### config.mk
export PLATFORM = sky130hd
export DESIGN_NAME = rst_sequencer_flat
export DESIGN_NICKNAME = d
export VERILOG_FILES = /design/src/rtl/rst_seq_pkg.sv /design/src/rtl/rst_sequencer_if.sv /design/src/rtl/rst_sequencer_sat_counter.sv /design/src/rtl/rst_sequencer.sv /design/src/flat_wrapper.sv
export SDC_FILE = /design/constraint.sdc
export NUM_CORES = 1
export LEC_CHECK = 0
export ABC_AREA = 0
export BUFFER_PORTS_ARGS = -buffer_cell sky130_fd_sc_hd__buf_2
export CORE_MARGIN = 2
export CORE_UTILIZATION = 40
export DETAILED_ROUTE_END_ITERATION = 6
export SYNTH_ARGS = -nofsm -noshare
export SYNTH_HDL_FRONTEND = slang
export SYNTH_SLANG_ARGS = --single-unit
### constraint.sdc
create_clock -name clk -period 3 [get_ports clk]
set_input_delay 0.45 -clock clk [delete_from_list [all_inputs] [get_ports clk]]
set_output_delay 0.45 -clock clk [all_outputs]
set_load 0.01 [all_outputs]
### src/rtl/rst_seq_pkg.sv
// Shared types and defaults for the reset sequencer: FSM encoding,
// rst_count saturation limit and default timing parameters.
package rst_seq_pkg;

  typedef enum logic [1:0] {
    ST_HOLD    = 2'd0,
    ST_RELEASE = 2'd1,
    ST_RUN     = 2'd2
  } seq_state_e;

  localparam logic [7:0] RST_COUNT_MAX = 8'd255;

  localparam int DEF_HOLD_CYC  = 1000000;
  localparam int DEF_STAGE_GAP = 16;
  localparam int DEF_NSTAGE    = 4;
  localparam int DEF_CNT_W     = 20;

endpackage

### src/rtl/rst_sequencer_if.sv
// Request/enable inputs from the long-press detector and the reset/run
// outputs fanned out to the rest of the design.
interface rst_sequencer_if #(
  parameter int NSTAGE = rst_seq_pkg::DEF_NSTAGE
);
  logic              rst_req;
  logic              run_en;
  logic              sys_rst_n;
  logic [NSTAGE-1:0] stage_rst_n;
  logic              busy;
  logic              run;
  logic [7:0]        rst_count;

  modport master (
    output rst_req, run_en,
    input  sys_rst_n, stage_rst_n, busy, run, rst_count
  );

  modport slave (
    input  rst_req, run_en,
    output sys_rst_n, stage_rst_n, busy, run, rst_count
  );
endinterface

### src/rtl/rst_sequencer_sat_counter.sv
// 8-bit saturating event counter; sticks at RST_COUNT_MAX instead of wrapping.
module sat_counter
  import rst_seq_pkg::*;
(
  input  logic       i_clk,
  input  logic       i_rst,
  input  logic       i_inc,
  output logic [7:0] o_q
);

  logic [7:0] r_q;

  always_ff @(posedge i_clk or posedge i_rst) begin
    if (i_rst) begin
      r_q <= 8'd0;
    end else if (i_inc && (r_q != RST_COUNT_MAX)) begin
      r_q <= r_q + 8'd1;
    end
  end

  assign o_q = r_q;

endmodule

### src/rtl/rst_sequencer.sv
// Holds sys_rst_n low for HOLD_CYC cycles, then releases stage resets one per
// STAGE_GAP cycles; rst_req restarts the sequence from any state.
//   state      | meaning
//   ST_HOLD    | sys_rst_n and all stages low, counting HOLD_CYC
//   ST_RELEASE | sys_rst_n high, releasing stage k every STAGE_GAP
//   ST_RUN     | all released, run follows run_en
module rst_sequencer
  import rst_seq_pkg::*;
#(
  parameter int HOLD_CYC  = DEF_HOLD_CYC,
  parameter int STAGE_GAP = DEF_STAGE_GAP,
  parameter int NSTAGE    = DEF_NSTAGE,
  parameter int CNT_W     = DEF_CNT_W
) (
  input  logic           clk,
  input  logic           rst,
  rst_sequencer_if.slave bus
);

  localparam logic [CNT_W-1:0] HOLD_TC = CNT_W'(HOLD_CYC - 1);
  localparam logic [CNT_W-1:0] GAP_TC  = CNT_W'(STAGE_GAP - 1);
  localparam logic [CNT_W-1:0] CNT_ONE = CNT_W'(1);
  localparam logic [2:0]       LAST_K  = 3'(NSTAGE - 1);

  seq_state_e        r_state, w_state_nx;
  logic [CNT_W-1:0]  r_cnt, w_cnt_nx;
  logic [2:0]        r_k, w_k_nx;
  logic              r_sys_rst_n, w_sys_nx;
  logic [NSTAGE-1:0] r_stage_rst_n, w_stage_nx;
  logic              r_busy, w_busy_nx;
  logic [NSTAGE-1:0] w_stage_bit;
  logic [7:0]        w_rst_count;

  assign w_stage_bit = NSTAGE'(1) << r_k;

  always_ff @(posedge clk or posedge rst) begin
    if (rst) begin
      r_state       <= ST_HOLD;
      r_cnt         <= '0;
      r_k           <= 3'd0;
      r_sys_rst_n   <= 1'b0;
      r_stage_rst_n <= '0;
      r_busy        <= 1'b1;
    end else begin
      r_state       <= w_state_nx;
      r_cnt         <= w_cnt_nx;
      r_k           <= w_k_nx;
      r_sys_rst_n   <= w_sys_nx;
      r_stage_rst_n <= w_stage_nx;
      r_busy        <= w_busy_nx;
    end
  end

  // rst_req wins over every terminal-count transition, including the last release
  always_comb begin
    w_state_nx = r_state;
    w_cnt_nx   = r_cnt;
    w_k_nx     = r_k;
    w_sys_nx   = r_sys_rst_n;
    w_stage_nx = r_stage_rst_n;
    w_busy_nx  = r_busy;
    if (bus.rst_req) begin
      w_state_nx = ST_HOLD;
      w_cnt_nx   = '0;
      w_k_nx     = 3'd0;
      w_sys_nx   = 1'b0;
      w_stage_nx = '0;
      w_busy_nx  = 1'b1;
    end else begin
      case (r_state)
        ST_HOLD: begin
          if (r_cnt == HOLD_TC) begin
            w_state_nx = ST_RELEASE;
            w_cnt_nx   = '0;
            w_k_nx     = 3'd0;
            w_sys_nx   = 1'b1;
          end else begin
            w_cnt_nx = r_cnt + CNT_ONE;
          end
        end
        ST_RELEASE: begin
          if (r_cnt == GAP_TC) begin
            w_cnt_nx   = '0;
            w_stage_nx = r_stage_rst_n | w_stage_bit;
            w_k_nx     = r_k + 3'd1;
            if (r_k == LAST_K) begin
              w_state_nx = ST_RUN;
              w_busy_nx  = 1'b0;
            end
          end else begin
            w_cnt_nx = r_cnt + CNT_ONE;
          end
        end
        ST_RUN: begin
        end
        default: begin
          w_state_nx = ST_HOLD;
          w_cnt_nx   = '0;
          w_k_nx     = 3'd0;
          w_sys_nx   = 1'b0;
          w_stage_nx = '0;
          w_busy_nx  = 1'b1;
        end
      endcase
    end
  end

  sat_counter u_rst_count (
    .i_clk (clk),
    .i_rst (rst),
    .i_inc (bus.rst_req),
    .o_q   (w_rst_count)
  );

  assign bus.sys_rst_n   = r_sys_rst_n;
  assign bus.stage_rst_n = r_stage_rst_n;
  assign bus.busy        = r_busy;
  assign bus.run         = bus.run_en & (r_state == ST_RUN);
  assign bus.rst_count   = w_rst_count;

endmodule

### src/flat_wrapper.sv
// flat-port wrapper written by rule: the top's interface ports become plain ports
module rst_sequencer_flat import rst_seq_pkg::*;
#(
  parameter int HOLD_CYC  = DEF_HOLD_CYC,
  parameter int STAGE_GAP = DEF_STAGE_GAP,
  parameter int NSTAGE    = DEF_NSTAGE,
  parameter int CNT_W     = DEF_CNT_W
)
  (clk, rst, bus_rst_req, bus_run_en, bus_sys_rst_n, bus_stage_rst_n, bus_busy, bus_run, bus_rst_count);
  rst_sequencer_if #(.NSTAGE(NSTAGE)) bus_i ();
  input  logic clk;
  input  logic rst;
  input wire logic [$bits(bus_i.rst_req)-1:0] bus_rst_req;
  input wire logic [$bits(bus_i.run_en)-1:0] bus_run_en;
  output wire logic [$bits(bus_i.sys_rst_n)-1:0] bus_sys_rst_n;
  output wire logic [$bits(bus_i.stage_rst_n)-1:0] bus_stage_rst_n;
  output wire logic [$bits(bus_i.busy)-1:0] bus_busy;
  output wire logic [$bits(bus_i.run)-1:0] bus_run;
  output wire logic [$bits(bus_i.rst_count)-1:0] bus_rst_count;
  assign bus_i.rst_req = bus_rst_req;
  assign bus_i.run_en = bus_run_en;
  assign bus_sys_rst_n = bus_i.sys_rst_n;
  assign bus_stage_rst_n = bus_i.stage_rst_n;
  assign bus_busy = bus_i.busy;
  assign bus_run = bus_i.run;
  assign bus_rst_count = bus_i.rst_count;
  rst_sequencer #(.HOLD_CYC(HOLD_CYC), .STAGE_GAP(STAGE_GAP), .NSTAGE(NSTAGE), .CNT_W(CNT_W)) u_core (.clk(clk), .rst(rst), .bus(bus_i));
endmodule
== Word level (Yosys, flattened, before mapping) ==
Cells that the tools add are included.
Word-level totals
  input bits: 4
  register bits after elaboration: 39
Cells by class
  $add $sub $neg: 3
  shifts and indexed selects: 1
  eq/ne operators: 12
  reductions and logical operators: 9
  bitwise gates (word level): 2
  mux-type cells: 23
Operator list (count)
  two-way mux 20 bit: 3
  one-hot mux 20 bit (3 select lines): 1
  adder 20 x 1 -> 20 bit, second input constant: 1
  equality test 20 bit, second input constant: 1
  equality test 20 x 4 -> 1 bit, second input constant: 1
  two-way mux 3 bit: 3
  != test 3 x 2 -> 1 bit, second input constant: 3
  one-hot mux 3 bit (3 select lines): 1
  adder 8 x 1 -> 8 bit, second input constant: 1
  two-way mux 2 bit: 4
  two-way mux 4 bit: 2
  != test 8 bit, second input constant: 1
  one-hot mux 4 bit (2 select lines): 1
  one-hot mux 2 bit (3 select lines): 1
  AND reduction 3 bit: 2
  two-way mux 1 bit: 5
  != test 2 x 1 -> 1 bit, second input constant: 2
  bitwise OR 4 bit: 1
  one-hot mux 1 bit (2 select lines): 2
  AND reduction 2 bit: 2
  AND reduction 4 bit: 1
  OR reduction 2 bit: 2
  left shift 1 x 3 -> 4 bit, first input constant: 1
  adder 3 x 1 -> 3 bit, second input constant: 1
  other kinds (7): 7

== Depth between registers and ports, before layout ==
Gate-level depths: netlist (run 1).
  depth in word-level cells: 5
  depth in mapped cells: 8

== Modules after synthesis ==
A second synthesis (run 1) with hierarchy kept.
Second synthesis, totals
  cell total of the unflattened synthesis: 257
  area, all modules: 2499.9 um^2
By module, submodules not included
  rst_sequencer: cells each 219, instances 1, area each 2080.7 um^2
  sat_counter: cells each 38, instances 1, area each 419.2 um^2

== Least setup slack after synthesis (run 1) ==
No wires, ideal clock.
  path type: flip-flop to flip-flop
  from: reg u_core.r_cnt[5]
  to: reg u_core.r_k[2]
  arrival time: 2041 ps
  data required time: 2922 ps
  path buffers: 0
  period minus slack after synthesis: 2119 ps
  cell stages (with the launch flop): 6
  setup time: 78 ps
  setup slack: 881 ps
  cells stage by stage: dfrtp_1 or4_4 o41ai_4 nand2_2 or4_1 a21oi_1
Between the ends
  word-level cells in the longest chain between the ends: 3
Ends and longest elaborated chain
  from (decl): RTL line rst_sequencer.sv:26  | logic [CNT_W-1:0] r_cnt, w_cnt_nx;
  from (signal assigned): RTL line rst_sequencer.sv:46  | r_cnt <= w_cnt_nx;
  equality test 20 bit or equality test 20 x 4 -> 1 bit (tied branches): RTL line rst_sequencer.sv:72, rst_sequencer.sv:82
  != test 3 x 2 -> 1 bit (no source line)
  AND reduction 3 bit (no source line) (*)
  to (signal assigned): RTL line rst_sequencer.sv:47  | r_k <= w_k_nx;
  to (decl): RTL line rst_sequencer.sv:27  | logic [2:0] r_k, w_k_nx;
Mark *: on every way between the ends. The rest lies on a longest branch, timed or not.
A chain may end at the register's enable or synchronous reset.

== Worst setup path in the final report (run 1) ==
  from: reg u_core.r_cnt[11]
  to: reg u_core.r_cnt[12]
Between the ends
  word-level cells in the longest chain between the ends: 4
Ends and longest elaborated chain
  adder 20 x 1 -> 20 bit (tied with other cells): RTL line rst_sequencer.sv:78, rst_sequencer.sv:91
  two-way mux 20 bit, on equally long branches: RTL line rst_sequencer.sv:82, rst_sequencer.sv:72
  one-hot mux 20 bit (3 select lines) (*): RTL line rst_sequencer.sv:70  | case (r_state)
  two-way mux 20 bit (*): RTL line rst_sequencer.sv:62  | if (bus.rst_req) begin
Marks and branches as above.

==> results of run 1 <==
cell usage after synthesis (all sizes together), types with 4 or more instances:
cell type	n
dfrtp	38
nand2	35
nand3	29
nor2	15
or3	13
ha	11
inv	11
a21oi	10
o21ai	9
clkbuf	7
nand4	7
and3	6
nor3	6
a21o	5
nor4	5
xnor2	5
and2	4
or4	4
sequential cells by signal (all words and copies together) (netlist names):
name                    count
u_core.bus.sys_rst_n        1
u_core.bus.busy             1
u_core.bus.stage_rst_n      4
u_core.r_cnt               20
u_core.u_rst_count.o_q      8
u_core.r_k                  3
u_core.r_state              2
stage by stage:
stage | setup slack (ps) | utilization, % | instances | power [mW] | hold slack [ps]
2_1_floorplan | 881 | - | 244 | 0.851 | 465
3_3_place_gp | 523 | 45.3 | 326 | 0.938 | 446
3_5_place_dp | 468 | 45.3 | 326 | 0.945 | 448
4_1_cts | 446 | 47.1 | 334 | 1.31 | 216
5_1_grt | 227 | 47.1 | 334 | 1.38 | 243
6_report | 441 | 47.1 | 334 | 1.29 | 199
power groups by stage:
stage | clock network [mW] | logic (mW) | registers [mW]
finish | 0.358 | 0.287 | 0.645
global route | 0.396 | 0.331 | 0.657
CTS | 0.374 | 0.292 | 0.644
detailed placement | 0 | 0.291 | 0.655
global placement | 0 | 0.284 | 0.654
floorplan | 0 | 0.184 | 0.668
cells by family (layout without fill, tap and decap cells):
family                     after synthesis  after routing
DFF                                     39             39
and+or+nand+nor                        129            129
xor gates and xnor gates                 7              7
muxes                                    3              3
adders and majority gates               11             11
AOI/OAI and AO/OA                       36             36
buffers and inverters                   19             39
layout make-up:
cell class,instances,share of cell area [%]
clock inverters,1,0.206
flip-flops and latches,39,40.1
repair buffers,20,4.32
clock buffers,7,3.55
well taps,70,3.60
inverters,11,1.70
multi-input cells,186,46.5
final timing paths:
kind                                   from  slack (ps)                         to
setup / recovery           u_core.r_cnt[11]         440           u_core.r_cnt[12]
hold / removal                          rst         200  u_core.u_rst_count.o_q[4]
setup reg to reg           u_core.r_cnt[11]         440           u_core.r_cnt[12]
hold reg to reg             u_core.bus.busy         460            u_core.bus.busy
max in group asynchronous               rst        2060            u_core.r_cnt[3]
min in group clk            u_core.bus.busy         460            u_core.bus.busy
cells in the final DEF (no fill, tap or decap), types with 2 or more instances in the layout:
master / instances
sky130_fd_sc_hd__nand3_1: 29
sky130_fd_sc_hd__o21ai_0: 9
sky130_fd_sc_hd__a21o_1: 5
sky130_fd_sc_hd__nor4_1: 5
sky130_fd_sc_hd__a22o_1: 3
sky130_fd_sc_hd__a31oi_1: 2
sky130_fd_sc_hd__clkbuf_8: 6
sky130_fd_sc_hd__and3_1: 6
sky130_fd_sc_hd__buf_2: 18
sky130_fd_sc_hd__xor2_1: 2
sky130_fd_sc_hd__a21oi_1: 10
sky130_fd_sc_hd__and4_1: 2
sky130_fd_sc_hd__inv_1: 11
sky130_fd_sc_hd__buf_4: 2
sky130_fd_sc_hd__dfrtp_1: 38
sky130_fd_sc_hd__and2_1: 4
sky130_fd_sc_hd__or4_1: 3
sky130_fd_sc_hd__ha_1: 11
sky130_fd_sc_hd__nand4_1: 7
sky130_fd_sc_hd__or3_1: 13
sky130_fd_sc_hd__nor3_1: 6
sky130_fd_sc_hd__mux2i_1: 2
sky130_fd_sc_hd__nor2_1: 15
sky130_fd_sc_hd__nand2_1: 34
sky130_fd_sc_hd__xnor2_1: 5
metal layers:
metal | vias up | GRT usage, % | part of all wire (%) | routed length [microns]
met2 | 39 | 26.7 | 46 | 2050
met3 | 2 | 3.14 | 3.9 | 174
met1 | 822 | 22.8 | 50 | 2200
met4 | 0 | 3.75 | 0.52 | 23
met5 | - | 0 | 0 | 0
li1 | 907 | - | - | -
==> out/metrics.cfg, run 1 <==
[critical_path]
cp_endpoint_kind=register
crit_arrival_ps=2730
start_kind=register
critical_path.cell_chain=nor4_1 -> nand2_1 -> o31ai_1 -> a21oi_1 -> a21o_1 -> a21o_1
critPathKind=reg2reg
worst-path-stages=6
worst_path_most_repeated_cell=sky130_fd_sc_hd__a21o_1
cp_top_family=compound AO/OA/AOI/OAI gates
timing.critical_path.slowest_cell_delay_ps=600
worstRegToRegCells=6
worstPathMaxFanout=13
crit_slowest_cell=sky130_fd_sc_hd__o31ai_1
critical_path_buf_inv_count=0
required_ps=3170

[clock_tree]
post_cts_buffers=0
insertion_delay_ps=280
ctsHtreeMaxLevel=2
cts.sinks=39
root_buffer=sky130_fd_sc_hd__clkbuf_8
cts-buffers-inserted=5
ctsResizeCount=0
cts-hold-fix-buffers=0
tritoncts=done
ctsLongestPathBuffers=2
cts.reportedPaths.clkPinSlew_ps=70

[global_route]
grt_overflow=0
grtUsageTotal_pct=16.5
grt_first_pass_wirelength_microns=8120
number_of_antenna_violations_at_the_first_check_in_global_routing=0
maximum_number_of_pins_on_one_net_before_global_route_repair=26
first_global_vias=1708

[sta]
period_share_pct=85.3
layout_min_cycle_time_ps=2560
rsz0062_at_grt=no
worst_slew_pin_slew_ps=1020
final-hold-violation-count=0
slew-limit-headroom_pct=32.1
clock_skew_ps=2.87
fin_tns_setup_ps=0
maxSlewViolCount=0
max_freq_mhz=391
report.final.setup_viol=0

[power]
total_switching_power_mw=0.400
seqPwrFrac_pct=50.0
power_density_mw_per_mm2=529
sw_frac_of_total_pct=31.1
comb_power_share_pct=22.2
total_leakage_power_nw=1.14
pwr-share-clk_pct=27.7
vdd_ir_drop_max_uv=232
internal_power_mw=0.888

[die]
floorplan.die.width_microns=77.9
placeableCoreArea_sq_mm=0.00517
die_h_microns=77.9
num_io_pins=19
start_util_pct=42.2
floorplan.die_area_sq_mm=0.00606
placement_rows=26

[synth]
dominantRegCellSynth=sky130_fd_sc_hd__dfrtp_1
synth.top_cell.area_share_pct=43.6
yosys.area_share.xor_xnor_pct=2.81
synth_compound_gate_area_share_pct=11.3
synthesis.area_per_instance_sq_um=8.94
synth-warning-count=0
synth_largest_area_cell=sky130_fd_sc_hd__dfrtp_1
synth_seq_cells=39
syn-cell-area_sq_mm=0.00218
netlist_top_cells_area=sky130_fd_sc_hd__dfrtp_1 (44%), sky130_fd_sc_hd__nand3_1 (6.7%), sky130_fd_sc_hd__ha_1 (6.3%)
synth.lib_cells_used.distinct=38
synth_simple_gate_area_share_pct=30.0
count_of_flip_flops_with_a_built_in_enable_after_synthesis=0
postSynthNetCount=259
post_synth_inst_count=244
synthMuxAreaShare_pct=1.43
synth_top_family_by_area=simple AND/OR/NAND/NOR gates
post_synth_fa_ha_maj_area_fraction_pct=6.31
async_reset_ff_share_pct=100
synth_seq_area_share_pct=44.8

[drt]
drt_iter0_markers=88
route.final.wire_length_microns=4450
drt-vias-per-instance=5.30
routedWlPerCell_microns=13.3
residual_drc_count=0
drt_first_pass_iters=4
num_vias=1770
ant_nets=0

[final_layout]
num_antenna_cells=0
final-seq-area_sq_um=977
n_fill_cell=510
layout-drive-gt1-share_pct=12.1
flow.area_growth_from_synthesis_pct=11.6
multi_input_logic_area_sq_mm=0.00113
design.final.nets=278
finalInstanceArea_sq_mm=0.00243

[placed_design]
port_buffers=18
hpwl_microns=3100
gpl.final_weighted_congestion=0.789
placed_cell_area_sq_mm=0.00234

[job]
drv.max_cap_violation_count=0

[status]
result_of_the_run=complete, no violations

[min_path]
timing.hold.worst.class=in2async

Power figures use the tool's default switching activity.
==> run 2, diff against run 1 <==
--- a/config.mk
+++ b/config.mk
@@ -7,6 +7,7 @@
 export LEC_CHECK = 0
 export ABC_AREA = 0
 export BUFFER_PORTS_ARGS = -buffer_cell sky130_fd_sc_hd__buf_2
+export CORE_ASPECT_RATIO = 0.6
 export CORE_MARGIN = 2
 export CORE_UTILIZATION = 40
 export DETAILED_ROUTE_END_ITERATION = 6
==> constraint.sdc (replaced) <==
create_clock -name clk -period 2.5 [get_ports clk]
set_input_delay 0.375 -clock clk [delete_from_list [all_inputs] [get_ports clk]]
set_output_delay 0.375 -clock clk [all_outputs]
set_load 0.01 [all_outputs]
==> out/metrics.cfg, run 2 (same netlist as run 1, synthesis figures left out) <==
[final_layout]
layout-drive-gt1-share_pct=14.8  ; +2.7 points
design.final.nets=284  ; +2.2%
postLayoutCoreUtil_pct=48.4  ; +1.4 points
flow.area_growth_from_synthesis_pct=14.4
most-common-layout-cells=sky130_fd_sc_hd__dfrtp_1 (38), sky130_fd_sc_hd__nand2_1 (34), sky130_fd_sc_hd__nand3_1 (29)
finalNonFillerCells=336  ; +0.60%
number_of_flip_flops_under_the_largest_register_name=20  ; unchanged
registers.top_by_ff_count=u_core.r_cnt
num_antenna_cells=0  ; unchanged
final_common_cell=sky130_fd_sc_hd__dfrtp_1

[critical_path]
timing.critical_path.slowest_cell_delay_ps=580  ; -20 ps
reg2reg_slack_ps=170  ; -270 ps
critical_path.cell_chain=or4_4 -> o41ai_4 -> nand2_2 -> or4_1 -> a21oi_1
worst_r2r_src=u_core.r_cnt[5]
required_ps=2730  ; -440 ps
crit_arrival_ps=2550  ; -180 ps
worstPathMaxFanout=8  ; -5
crit_slowest_cell=sky130_fd_sc_hd__or4_4
cp_endpoint_kind=register
start_kind=register
critical_path.startpoint=u_core.r_cnt[5]
critPathKind=reg2reg

[power]
power_density_mw_per_mm2=670  ; +27%
total_leakage_power_nw=1.18  ; +3.5%
vdd_ir_drop_max_uv=202  ; -13%

[status]
result_of_the_run=complete, no violations

[min_path]
timing.hold.worst.class=in2async

[sta]
finalHoldWorstSlack_ps=178  ; -21.0 ps
slew-limit-headroom_pct=64.6  ; +33 points
maxSlewViolCount=0  ; unchanged
clock_skew_ps=11.2  ; +8.37 ps
max_freq_mhz=430  ; +10%
final-hold-violation-count=0  ; unchanged
report.final.setup_viol=0  ; unchanged
rsz0062_at_grt=no
worst_slew_pin_slew_ps=526  ; -493 ps
setup_ws_ps=174  ; -267 ps
period_share_pct=93.0  ; +7.7 points
fin_tns_setup_ps=0  ; unchanged
layout_min_cycle_time_ps=2330  ; -233 ps

[job]
drv.max_cap_violation_count=0  ; unchanged

[placed_design]
port_buffers=18  ; unchanged
place_inst=328  ; +0.61%
gpl.final_weighted_congestion=0.752  ; -4.8%
dp_worst_setup_slack_ps=165  ; -304 ps
hpwl_microns=3470  ; +12%

[clock_tree]
cts-buffers-inserted=5  ; unchanged
cts.sinks=39  ; unchanged
cts.reportedPaths.clkPinSlew_ps=90  ; +20 ps
ctsHtreeMaxLevel=2  ; unchanged
ctsLongestPathBuffers=2  ; unchanged
post_cts_buffers=0  ; unchanged
cts-hold-fix-buffers=0  ; unchanged
ctsResizeCount=0  ; unchanged
insertion_delay_ps=300  ; +20 ps
tritoncts=done
root_buffer=sky130_fd_sc_hd__clkbuf_8

[drt]
drt_first_pass_iters=5  ; +1
num_vias=1822  ; +2.9%
routedWlPerCell_microns=14.3  ; +7.7%
drt-vias-per-instance=5.42  ; +2.3%
drt_iter0_markers=160  ; +82%
ant_nets=0  ; unchanged
route.final.wire_length_microns=4820  ; +8.4%
residual_drc_count=0  ; unchanged

[die]
floorplan.die.width_microns=99.4  ; +28%
placeableCoreArea_sq_mm=0.00515  ; -0.34%
num_io_pins=19  ; unchanged
die_h_microns=61.2  ; -21%
floorplan.die_area_sq_mm=0.00608  ; +0.31%
start_util_pct=42.3  ; +0.14 points
placement_rows=20  ; -23%

[global_route]
groute.layer.met3.usage_pct=4.20  ; +1.1 points
grt_overflow=0  ; unchanged
global_route.peak_usage_layer=met1
gr-usage-met2_pct=24.9  ; -1.8 points
first_global_vias=1718  ; +0.59%
maximum_number_of_pins_on_one_net_before_global_route_repair=40  ; +54%
grt_first_pass_wirelength_microns=8340  ; +2.6%
number_of_antenna_violations_at_the_first_check_in_global_routing=0  ; unchanged
grt_util_met1_pct=27.3  ; +4.4 points
grtUsageTotal_pct=17.8  ; +1.3 points

==> run 2: area by class of cell <==
cell class	instances	area, sq um
fill	504	2660
multi-input combinational	186	1130
sequential	39	977
timing repair buffer	26	150
tap	66	82.6
clock buffer	5	68.8
clock inverter	3	43.8
inverter	11	41.3
==> run 2: path summary, 6_finish.rpt <==
| check | to | depth (start not counted) |
|---|---|---|
| max reg2reg | u_core.r_k[0] | 5 |
| min | u_core.r_state[0] | 3 |
| min reg2reg | u_core.bus.busy | 2 |
| min in group clk | u_core.bus.busy | 2 |
| max | u_core.r_k[0] | 5 |
| max in group asynchronous | u_core.r_cnt[10] | 3 |
==> run 2: power by group <==
group	total (mW)	internal, mW	switching (mW)	leakage, nW
Sequential	0.776	0.699	0.0775	0.527
Clock	0.537	0.297	0.240	0.0581
Combinational	0.359	0.159	0.201	0.595
Total	1.67	1.15	0.518	1.18
==> run 2: metal layers <==
layer	share of wire [%]	up-vias	wire [microns]
li1	-	926	-
met1	56	852	2680
met2	39	39	1860
met3	5.0	5	241
met4	0.87	0	42
met5	0	-	0
==> run 2: critical path: cells and delay by family, from the launching register on <==
| kind | cells | cell delay (ps) |
|---|---|---|
| flip-flops | 1 | 460 |
| AO/OA/AOI/OAI | 2 | 640 |
| AND/OR/NAND/NOR | 3 | 1160 |
==> run 2: stage by stage <==
stage                     total power, mW  cell area, sq um
after detailed placement             1.15              2380
after global placement               1.14              2380
after global routing                 1.78              2500
after CTS                            1.69              2500
after floorplan                      1.02              2180
final                                1.67              2500
